File: src/rtl/sparse_token_pkg.sv
// Token classification and shared types for the fiber_access sparse stream.
// Used by the sink today and by the matching stream source later.
package sparse_token_pkg;

    localparam int TOKEN_W = 17;

    localparam logic [TOKEN_W-1:0] DONE_TOKEN = 17'h10100;
    localparam logic [TOKEN_W-1:0] STOP_MASK  = 17'h1ff00;
    localparam logic [TOKEN_W-1:0] STOP_MATCH = 17'h10000;

    typedef enum logic [1:0] {
        IDLE = 2'd0,
        RECV = 2'd1,
        DONE = 2'd2
    } sink_state_t;

    typedef enum logic {
        PH_READY = 1'b0,
        PH_STALL = 1'b1
    } stall_phase_t;

    typedef struct packed {
        sink_state_t  state;
        stall_phase_t stall_phase;
    } sink_dbg_t;

    function automatic logic is_data(input logic [TOKEN_W-1:0] tok);
        return !tok[TOKEN_W-1];
    endfunction

    // Stop tokens carry their level in bits [7:0]; bits [15:8] must be zero.
    function automatic logic is_stop(input logic [TOKEN_W-1:0] tok);
        return (tok & STOP_MASK) == STOP_MATCH;
    endfunction

    function automatic logic is_done(input logic [TOKEN_W-1:0] tok);
        return tok == DONE_TOKEN;
    endfunction

endpackage

File: src/rtl/stream_stall_gen.sv
// Programmable backpressure pattern: cfg_period ready cycles, then cfg_len stall cycles.
// Either config value at zero disables stalling; config is resampled at phase boundaries.
module stream_stall_gen
    import sparse_token_pkg::*;
(
    input  logic         clk,
    input  logic         rst,
    input  logic         clear,
    input  logic         en,
    input  logic [7:0]   cfg_period,
    input  logic [7:0]   cfg_len,
    output logic         stall_n,
    output stall_phase_t phase_o
);

    stall_phase_t phase_q, phase_d;
    logic [7:0]   cnt_q, cnt_d;
    logic [7:0]   per_q, per_d;
    logic [7:0]   len_q, len_d;
    logic         never_stall;

    assign never_stall = (per_q == 8'd0) || (len_q == 8'd0);

    always_comb begin
        phase_d = phase_q;
        cnt_d   = cnt_q;
        per_d   = per_q;
        len_d   = len_q;
        if (en) begin
            if (phase_q == PH_READY) begin
                if (never_stall) begin
                    // No phase boundary exists while disabled, so keep tracking config.
                    per_d = cfg_period;
                    len_d = cfg_len;
                    cnt_d = 8'd0;
                end else if (cnt_q == per_q - 8'd1) begin
                    cnt_d = 8'd0;
                    len_d = cfg_len;
                    if (cfg_len == 8'd0) begin
                        per_d = cfg_period;
                    end else begin
                        phase_d = PH_STALL;
                    end
                end else begin
                    cnt_d = cnt_q + 8'd1;
                end
            end else begin
                if (cnt_q == len_q - 8'd1) begin
                    phase_d = PH_READY;
                    cnt_d   = 8'd0;
                    per_d   = cfg_period;
                end else begin
                    cnt_d = cnt_q + 8'd1;
                end
            end
        end
    end

    always_ff @(posedge clk) begin
        if (rst || clear) begin
            phase_q <= PH_READY;
            cnt_q   <= 8'd0;
            per_q   <= cfg_period;
            len_q   <= cfg_len;
        end else begin
            phase_q <= phase_d;
            cnt_q   <= cnt_d;
            per_q   <= per_d;
            len_q   <= len_d;
        end
    end

    assign stall_n = (phase_q == PH_READY);
    assign phase_o = phase_q;

endmodule

File: src/rtl/sparse_stream_sink.sv
// Capture sink for the 17-bit sparse token stream: buffers accepted tokens, counts
// data/stop tokens and receive cycles, and raises done after TX_NUM DONE tokens.
module sparse_stream_sink
    import sparse_token_pkg::*;
#(
    parameter int DATA_WIDTH = 17,
    parameter int DEPTH      = 256,
    parameter int TX_NUM     = 1,
    parameter int CNT_WIDTH  = 32
) (
    input  logic                       clk,
    input  logic                       rst,
    input  logic                       clk_en,
    input  logic                       flush,
    input  logic [DATA_WIDTH-1:0]      data_in,
    input  logic                       valid_in,
    output logic                       ready_out,
    input  logic [7:0]                 cfg_stall_period,
    input  logic [7:0]                 cfg_stall_len,
    input  logic [$clog2(DEPTH)-1:0]   rd_addr,
    output logic [DATA_WIDTH-1:0]      rd_data,
    output logic [CNT_WIDTH-1:0]       token_count,
    output logic [CNT_WIDTH-1:0]       stop_count,
    output logic [CNT_WIDTH-1:0]       cycle_count,
    output logic [$clog2(DEPTH):0]     wr_ptr,
    output logic                       done,
    output logic                       overflow,
    output sink_dbg_t                  dbg_o
);

    localparam int AW  = $clog2(DEPTH);
    localparam int DSW = $clog2(TX_NUM + 1);
    localparam logic [DSW-1:0] DONE_LAST = DSW'(TX_NUM - 1);

    sink_state_t            state_q, state_d;
    logic [AW:0]            wr_ptr_q, wr_ptr_d;
    logic [CNT_WIDTH-1:0]   token_q, token_d;
    logic [CNT_WIDTH-1:0]   stop_q, stop_d;
    logic [CNT_WIDTH-1:0]   cycle_q, cycle_d;
    logic [DSW-1:0]         dseen_q, dseen_d;
    logic                   overflow_q, overflow_d;
    logic [DATA_WIDTH-1:0]  rd_data_q;
    logic [DATA_WIDTH-1:0]  mem [DEPTH];

    logic                   stall_n;
    stall_phase_t           stall_phase;
    logic                   accept;
    logic                   mem_full;
    logic                   wr_en;

    // Handshake: a token transfers on a clock edge where valid_in, ready_out and clk_en
    // are all high. ready_out depends only on clk_en, the FSM state and the stall
    // generator, never on valid_in; a flush cycle drops whatever is presented.
    assign ready_out = clk_en && (state_q != DONE) && stall_n;
    assign accept    = valid_in && ready_out && !flush && !rst;
    assign mem_full  = wr_ptr_q[AW];
    assign wr_en     = accept && !mem_full;

    stream_stall_gen u_stall_gen (
        .clk        (clk),
        .rst        (rst),
        .clear      (flush),
        .en         (clk_en && (state_q != DONE)),
        .cfg_period (cfg_stall_period),
        .cfg_len    (cfg_stall_len),
        .stall_n    (stall_n),
        .phase_o    (stall_phase)
    );

    always_comb begin
        state_d    = state_q;
        wr_ptr_d   = wr_ptr_q;
        token_d    = token_q;
        stop_d     = stop_q;
        cycle_d    = cycle_q;
        dseen_d    = dseen_q;
        overflow_d = overflow_q;

        // The cycle that accepts the first token is counted as the first receive cycle.
        if (clk_en && ((state_q == RECV) || (state_q == IDLE && accept))) begin
            cycle_d = cycle_q + CNT_WIDTH'(1);
        end

        if (accept) begin
            if (state_q == IDLE) begin
                state_d = RECV;
            end
            if (mem_full) begin
                overflow_d = 1'b1;
            end else begin
                wr_ptr_d = wr_ptr_q + (AW+1)'(1);
            end
            if (is_data(data_in)) begin
                token_d = token_q + CNT_WIDTH'(1);
            end
            if (is_stop(data_in)) begin
                stop_d = stop_q + CNT_WIDTH'(1);
            end
            if (is_done(data_in)) begin
                if (dseen_q == DONE_LAST) begin
                    state_d = DONE;
                end else begin
                    dseen_d = dseen_q + DSW'(1);
                end
            end
        end
    end

    always_ff @(posedge clk) begin
        if (rst || flush) begin
            state_q    <= IDLE;
            wr_ptr_q   <= '0;
            token_q    <= '0;
            stop_q     <= '0;
            cycle_q    <= '0;
            dseen_q    <= '0;
            overflow_q <= 1'b0;
            rd_data_q  <= '0;
        end else if (clk_en) begin
            state_q    <= state_d;
            wr_ptr_q   <= wr_ptr_d;
            token_q    <= token_d;
            stop_q     <= stop_d;
            cycle_q    <= cycle_d;
            dseen_q    <= dseen_d;
            overflow_q <= overflow_d;
            rd_data_q  <= mem[rd_addr];
        end
    end

    // Capture buffer is deliberately not reset; only wr_ptr defines valid contents.
    always_ff @(posedge clk) begin
        if (wr_en) begin
            mem[wr_ptr_q[AW-1:0]] <= data_in;
        end
    end

    assign rd_data           = rd_data_q;
    assign token_count       = token_q;
    assign stop_count        = stop_q;
    assign cycle_count       = cycle_q;
    assign wr_ptr            = wr_ptr_q;
    assign done              = (state_q == DONE);
    assign overflow          = overflow_q;
    assign dbg_o.state       = state_q;
    assign dbg_o.stall_phase = stall_phase;

endmodule

File: config.mk
export PLATFORM = sky130hd
export DESIGN_NAME = sparse_stream_sink
export DESIGN_NICKNAME = d
export VERILOG_FILES = /design/src/rtl/sparse_token_pkg.sv /design/src/rtl/stream_stall_gen.sv /design/src/rtl/sparse_stream_sink.sv
export SDC_FILE = /design/constraint.sdc
export NUM_CORES = 2
export LEC_CHECK = 0
export BUFFER_PORTS_ARGS = -buffer_cell sky130_fd_sc_hd__clkbuf_2
export CELL_PAD_IN_SITES_DETAIL_PLACEMENT = 1
export CELL_PAD_IN_SITES_GLOBAL_PLACEMENT = 2
export CORE_ASPECT_RATIO = 0.8
export CORE_MARGIN = 4
export CORE_UTILIZATION = 35
export DETAILED_ROUTE_END_ITERATION = 8
export PLACE_DENSITY = 0.59
export SYNTH_ARGS = -nofsm -noshare
export SYNTH_HDL_FRONTEND = slang
export SYNTH_HIERARCHICAL = 1
export SYNTH_MEMORY_MAX_BITS = 65536
export SYNTH_SLANG_ARGS = --single-unit
File: constraint.sdc
create_clock -name clk -period 6 [get_ports clk]
set_input_delay 0.9 -clock clk [delete_from_list [all_inputs] [get_ports clk]]
set_output_delay 0.9 -clock clk [all_outputs]
set_load 0.02 [all_outputs]
; ---- Yosys cells after proc, flatten, opt, wreduce, memory -nomap -nowiden
; Memory sizes are Yosys's and may differ from the RTL's. A register that Yosys moved wholly into a read port is not among the register bits.
; Index checks and enable logic that the tools add are counted.
[classes]
add_sub_neg = 8
eq_ne = 9
n_reduce_logical = 31
muxes = 28
n_bitwise = 3
[ops]
columns = operator, n
row1 = $mux W8, 16
row2 = $add A32 B1 Y32 const B, 3
row3 = $logic_not A8 Y1, 3
row4 = $reduce_and A3 Y1, 6
row5 = $eq A17 B17 Y1 const B, 1
row6 = $eq A8 B8 Y1, 2
row7 = $sub A8 B1 Y8 const B, 2
row8 = $add A9 B1 Y9 const B, 1
row9 = $eq A9 B9 Y1 const B, 1
row10 = $mux W9, 1
row11 = $add A8 B1 Y8 const B, 1
row12 = $logic_and A1 B1 Y1, 8
row13 = $mux W1, 8
row14 = $reduce_bool A4 Y1, 2
row15 = $mux W2, 3
row16 = $ne A2 B2 Y1 const B, 2
row17 = $reduce_and A2 Y1, 2
row18 = $reduce_and A4 Y1, 1
row19 = $logic_not A1 Y1, 3
row20 = $logic_or A1 B1 Y1, 3
row21 = $ne A3 B3 Y1 const B, 1
row22 = $not A1 Y1, 3
row23 = $reduce_bool A3 Y1, 1
row24 = $eq A2 B1 Y1 const B, 1
row25 = 4 further kinds, 4
[word_totals]
wordCells = 92
inputBits = 46
ramBits = 4352
memories = 1
reg_bits = 134
[memory_table]
columns = memory, depth, width, rd, rd_ports_with_merged_regs, wr, line_no
row1 = mem, 256, 17, 1, 1, 1, sparse_stream_sink.sv:43  ; logic [DATA_WIDTH-1:0] mem [DEPTH];

; ---- Longest topological paths before layout
[logic_depth]
depth_word = 10
depth_mapped = 14
depth_no_buf = 9

; ---- By module
; The synthesis kept the hierarchy.
[modules_own_cells]
columns = mod, cells_per_inst, seq_area_each_um2, area_per_inst_um2, instances
row1 = sparse_stream_sink, 8431, 133187.7, 172422.9, 1
row2 = stream_stall_gen, 153, 660.6, 1530.2, 1

; ---- Worst setup path before layout
; Ideal clock, no wire load.
[synth_path]
path_kind = input to register
from = input port rst
to = memory mem[180][0] (enable)
arrival_time_ps = 3289
setup_time_ps = 390
stages = 7
slack_ps = 2321
path_cell_list = or2_2 -> or3_1 -> clkbuf_1 -> nor3b_1 -> nand3_1 -> clkbuf_1 -> nor2_1
[synth_via]
elab_chain_len = 5
[synth_lines]
columns = item, line_no
row1 = start: declaration, sparse_stream_sink.sv:12  ; input logic rst,
row2 = $logic_not A1 Y1, sparse_stream_sink.sv:55  ; assign accept = valid_in && ready_out && !flush && !rst;
row3 = $logic_and A1 B1 Y1, sparse_stream_sink.sv:55
row4 = $logic_and A1 B1 Y1, sparse_stream_sink.sv:57  ; assign wr_en = accept && !mem_full;
row5 = $mux W1, sparse_stream_sink.sv:133  ; if (wr_en) begin
row6 = $mux W1 (not written as such), sparse_stream_sink.sv:134  ; mem[wr_ptr_q[AW-1:0]] <= data_in;
row7 = end: declaration, sparse_stream_sink.sv:43
; Every way passes these cells.

==> summary.txt <==
synthesized netlist net count: 8,641
cell type group with the largest total delay on the critical path: simple AND/OR/NAND/NOR gates
startpoint-to-endpoint class of the critical path: in2reg
Clock Skew: 0.0546 ns
via count of the first global-routing pass: 93,200
sum of negative setup slack: 0 ns
number of sinks driven by the clock tree: 4,502
failing checks: max-slew violations
Synth Instances: 8,584
fraction of layout instances using a drive strength above 1: 25.2%
via count: 91,400
number of buffers added on ports: 173
I/O pin total: 174
clock latency on the worst-skew pair: 1.04 ns
YS warnings: 6
EDFF count, synth: 4,368
Filler Cells Inserted: 46,900
final-report setup violation count: 0
flip-flop and latch count after synthesis: 4,502
cell leakage power: 63.4 nW
final net count: 9,380
final design utilization: 40.5%
Async SR Flop Fraction: 0%
CP Max Fanout: 59
Multi-input gate area: 37,800 um2
worst min-delay path class: in2reg
Die Footprint: 508,000 um2
largest net degree at the start of global routing: 169
remaining routing DRC violations: 0
Worst Setup End Kind: register
remaining max-slew budget at the tightest pin: -5.33%
Worst VDD drop: 0.000261 V
cts bufs inserted: 454
Detail Placement HPWL: 356 mm
sequential share of the synthesized area: 76.9%
antenna violations before repair: 61
CTS root buf: sky130_fd_sc_hd__clkbuf_16
mean instance size in the synthesized netlist: 20.3 um2
multiplexer share of the synthesized area: 14.1%
final clock period utilization by the worst path: 67.8%
number of cell rows: 231
drt wl/cell: 34.2 um
outcome: finished, violations left
Iteration-0 DRC Markers: 11,200
Die Height: 639 um
Total Wirelength: 559 mm
Critical Path Slowest Stage Cell: sky130_fd_sc_hd__nor3_1
gpl congestion: 0.827
average vias per placed instance: 5.59
buffer and inverter count on the worst path: 2
TritonCTS clock tree: done
main combinational cell family by area after synthesis: multiplexers
area share of fa/ha/maj cells after synthesis: 0.0791%
Slew Limit Fails: 44
number of max-cap violations: 0
storage element area: 134,000 um2
arrival time at the worst endpoint: 5.05 ns
GRT Overall Usage: 21.6%
CP required: 6.98 ns
most common flop cell mapped by yosys: sky130_fd_sc_hd__edfxtp_1
initial core utilization: 35.1%
buffers inserted during post-CTS setup optimization: 0
area share of xor/xnor cells in the synthesized design: 0.604%
post-synthesis simple-gate area fraction: 2.87%
floorplan core area: 495,000 um2
area growth from synthesis to layout: 15.3%
CTS H-tree lvls: 5
post-synthesis compound-gate area fraction: 3.69%
unrepaired setup endpoints after global routing: false
highest clock rate: 246 MHz
delay of the slowest cell on the worst path: 1.04 ns
total power after layout: 65.4 mW
count of distinct cell types in the synthesized netlist: 78
startpoint types: input port
Congestion Overflow GR: 0
worst-case clock buffer depth: 4
clock edge transition at the registers on the reported setup and hold paths: 0.06 ns
number of iterations in the first detailed-routing pass: 5
Die Wd: 796 um
Worst Tran Pin Value: 1.58 ns
PD cells: 326 nW/um2
hold_ws: 0.187 ns
total count of hold-check failures in the final report: 0
synthesized area: 174,000 um2
min Tclk post-route: 4.07 ns
cell-by-cell listing of the critical path: buf_12, nand3_1, buf_4, o22ai_1, a211oi_1, o21ai_0, nand2_1, nor3_1, a211o_1
count of nets left with antenna violations after detail routing: 0
first-pass GRT wire length: 773 mm
cell type report:
type | instances | share of cell area (%)
antenna | 18 | 0.0225
inverter | 33 | 0.0655
timing repair buffer | 778 | 3.12
multi-input combinational | 3554 | 18.9
clock buffer | 566 | 5.98
sequential | 4502 | 66.7
tap | 6640 | 4.14
clock inverter | 255 | 1.09
synth_stat cells, types with 16 or more instances:
cell type / number / area share (%)
sky130_fd_sc_hd__buf_6: 71 / 0.46
sky130_fd_sc_hd__buf_1: 43 / 0.093
sky130_fd_sc_hd__nand2_1: 224 / 0.48
sky130_fd_sc_hd__o21ai_0: 87 / 0.25
sky130_fd_sc_hd__nor2_1: 420 / 0.91
sky130_fd_sc_hd__nor4_1: 26 / 0.094
sky130_fd_sc_hd__xor2_1: 61 / 0.31
sky130_fd_sc_hd__or3_1: 17 / 0.061
sky130_fd_sc_hd__o22ai_1: 189 / 0.68
sky130_fd_sc_hd__nor3_1: 107 / 0.31
sky130_fd_sc_hd__mux2i_1: 608 / 3.5
sky130_fd_sc_hd__and3_1: 20 / 0.072
sky130_fd_sc_hd__a22o_1: 31 / 0.16
sky130_fd_sc_hd__o221ai_1: 96 / 0.48
sky130_fd_sc_hd__and2_1: 24 / 0.086
sky130_fd_sc_hd__buf_2: 94 / 0.27
sky130_fd_sc_hd__a2111oi_0: 39 / 0.20
sky130_fd_sc_hd__mux2_2: 18 / 0.12
sky130_fd_sc_hd__o21ai_1: 16 / 0.046
sky130_fd_sc_hd__mux4_2: 809 / 10
sky130_fd_sc_hd__nand4_1: 49 / 0.18
sky130_fd_sc_hd__buf_4: 67 / 0.29
sky130_fd_sc_hd__a211oi_1: 78 / 0.34
sky130_fd_sc_hd__nand3_1: 108 / 0.31
sky130_fd_sc_hd__inv_1: 31 / 0.067
sky130_fd_sc_hd__a21oi_1: 110 / 0.32
sky130_fd_sc_hd__clkbuf_1: 211 / 0.46
sky130_fd_sc_hd__a22oi_1: 154 / 0.66
sky130_fd_sc_hd__dfxtp_1: 134 / 1.5
sky130_fd_sc_hd__edfxtp_1: 4368 / 75
sky130_fd_sc_hd__a221oi_1: 36 / 0.18
sky130_fd_sc_hd__xnor2_1: 59 / 0.30
state kept, by name, summed over array words and instances, names as in the netlist:
| signal | flops |
|---|---|
| u_stall_gen/len_q | 8 |
| wr_ptr | 9 |
| overflow | 1 |
| state_q | 2 |
| u_stall_gen/phase_o | 1 |
| cycle_count | 32 |
| rd_data | 17 |
| u_stall_gen/cnt_q | 8 |
| stop_count | 32 |
| mem | 4352 |
| u_stall_gen/per_q | 8 |
| token_count | 32 |
per-layer routing:
| metal | track usage (%) | vias up | routed length [um] |
|---|---|---|---|
| met5 | 0 | - | 42 |
| met4 | 4.71 | 8 | 12600 |
| met3 | 3.93 | 593 | 44300 |
| met2 | 33.2 | 3616 | 254000 |
| met1 | 32.1 | 50100 | 248000 |
| li1 | - | 37200 | - |
path summary, 6_finish.rpt:
path	from	to	slack, ns	cells past startpoint
setup / recovery	rd_addr[0]	rd_data[1]$_SDFFE_PP0P_	1.93	9
setup reg to reg	state_q[0]$_SDFFE_PP0P_	mem[16][9]$_DFFE_PP_	2.08	8
hold / removal	data_in[11]	mem[217][11]$_DFFE_PP_	0.19	1
hold reg to reg	overflow$_SDFFE_PP0P_	overflow$_SDFFE_PP0P_	0.49	2
report_power, final:
part,leakage [nW],switching [mW],internal [mW]
Clock,6.89,12.2,15.5
Sequential,40.3,0.0302,34.5
Combinational,16.1,2.19,0.992
Total,63.4,14.4,51.0
metrics by stage:
stage                     worst slack (ns)  instances  cell area, um2
after floorplan                       2.32       8584          174000
after global placement               0.574      15500          186000
after detailed placement             0.794      15500          186000
after CTS                             1.95      16300          201000
after global routing                  1.79      16300          201000
final                                 1.93      16300          201000
kinds of logic (layout without fill, tap and decap cells):
| logic type | after synthesis | count (layout) |
|---|---|---|
| buffers and inverters | 528 | 1632 |
| muxes | 1435 | 1435 |
| xor gates and xnor gates | 120 | 120 |
| AOI/OAI and AO/OA | 910 | 910 |
| and+or+nand+nor | 1078 | 1078 |
| DFF | 4502 | 4502 |
| adders and majority gates | 11 | 11 |
| other | 0 | 18 |
repair_timing:
action,4_1_cts,5_1_grt
hold endpoints to repair,16,0
endpoints found under the setup margin,0,0
hold buffers,16,0
resized for setup,0,0
cell usage in the layout, fill, tap and decap left out, types with 20 or more instances in the layout:
cell / n
sky130_fd_sc_hd__a22o_1: 31
sky130_fd_sc_hd__clkbuf_1: 100
sky130_fd_sc_hd__nor2_1: 236
sky130_fd_sc_hd__dfxtp_1: 134
sky130_fd_sc_hd__clkinv_2: 61
sky130_fd_sc_hd__buf_4: 541
sky130_fd_sc_hd__buf_12: 48
sky130_fd_sc_hd__inv_1: 29
sky130_fd_sc_hd__nor3_1: 101
sky130_fd_sc_hd__o21ai_0: 85
sky130_fd_sc_hd__o221ai_1: 96
sky130_fd_sc_hd__mux4_2: 809
sky130_fd_sc_hd__and3_1: 20
sky130_fd_sc_hd__xor2_1: 61
sky130_fd_sc_hd__a22oi_1: 154
sky130_fd_sc_hd__nand4_1: 49
sky130_fd_sc_hd__nand3_1: 104
sky130_fd_sc_hd__edfxtp_1: 4368
sky130_fd_sc_hd__a211oi_1: 78
sky130_fd_sc_hd__clkbuf_16: 463
sky130_fd_sc_hd__a221oi_1: 36
sky130_fd_sc_hd__nor4_1: 23
sky130_fd_sc_hd__nand2_1: 212
sky130_fd_sc_hd__a21oi_1: 110
sky130_fd_sc_hd__nor2_2: 182
sky130_fd_sc_hd__and2_1: 23
sky130_fd_sc_hd__mux2i_1: 608
sky130_fd_sc_hd__clkinv_1: 125
sky130_fd_sc_hd__xnor2_1: 59
sky130_fd_sc_hd__bufinv_16: 33
sky130_fd_sc_hd__clkbuf_2: 152
sky130_fd_sc_hd__o22ai_1: 189
worst register-to-register path, cell delays in order, from the launching register on:
cell and delay (ns):
sky130_fd_sc_hd__dfxtp_1 0.36, sky130_fd_sc_hd__nand2b_1 0.26, sky130_fd_sc_hd__nand4_1 0.21, sky130_fd_sc_hd__or3_1 0.40, sky130_fd_sc_hd__buf_4 0.22, sky130_fd_sc_hd__nor3_1 0.20, sky130_fd_sc_hd__buf_4 0.23, sky130_fd_sc_hd__nand2_1 0.52
sky130_fd_sc_hd__nor2_2 1.13
Note: power is estimated with default switching activity, not from simulation.
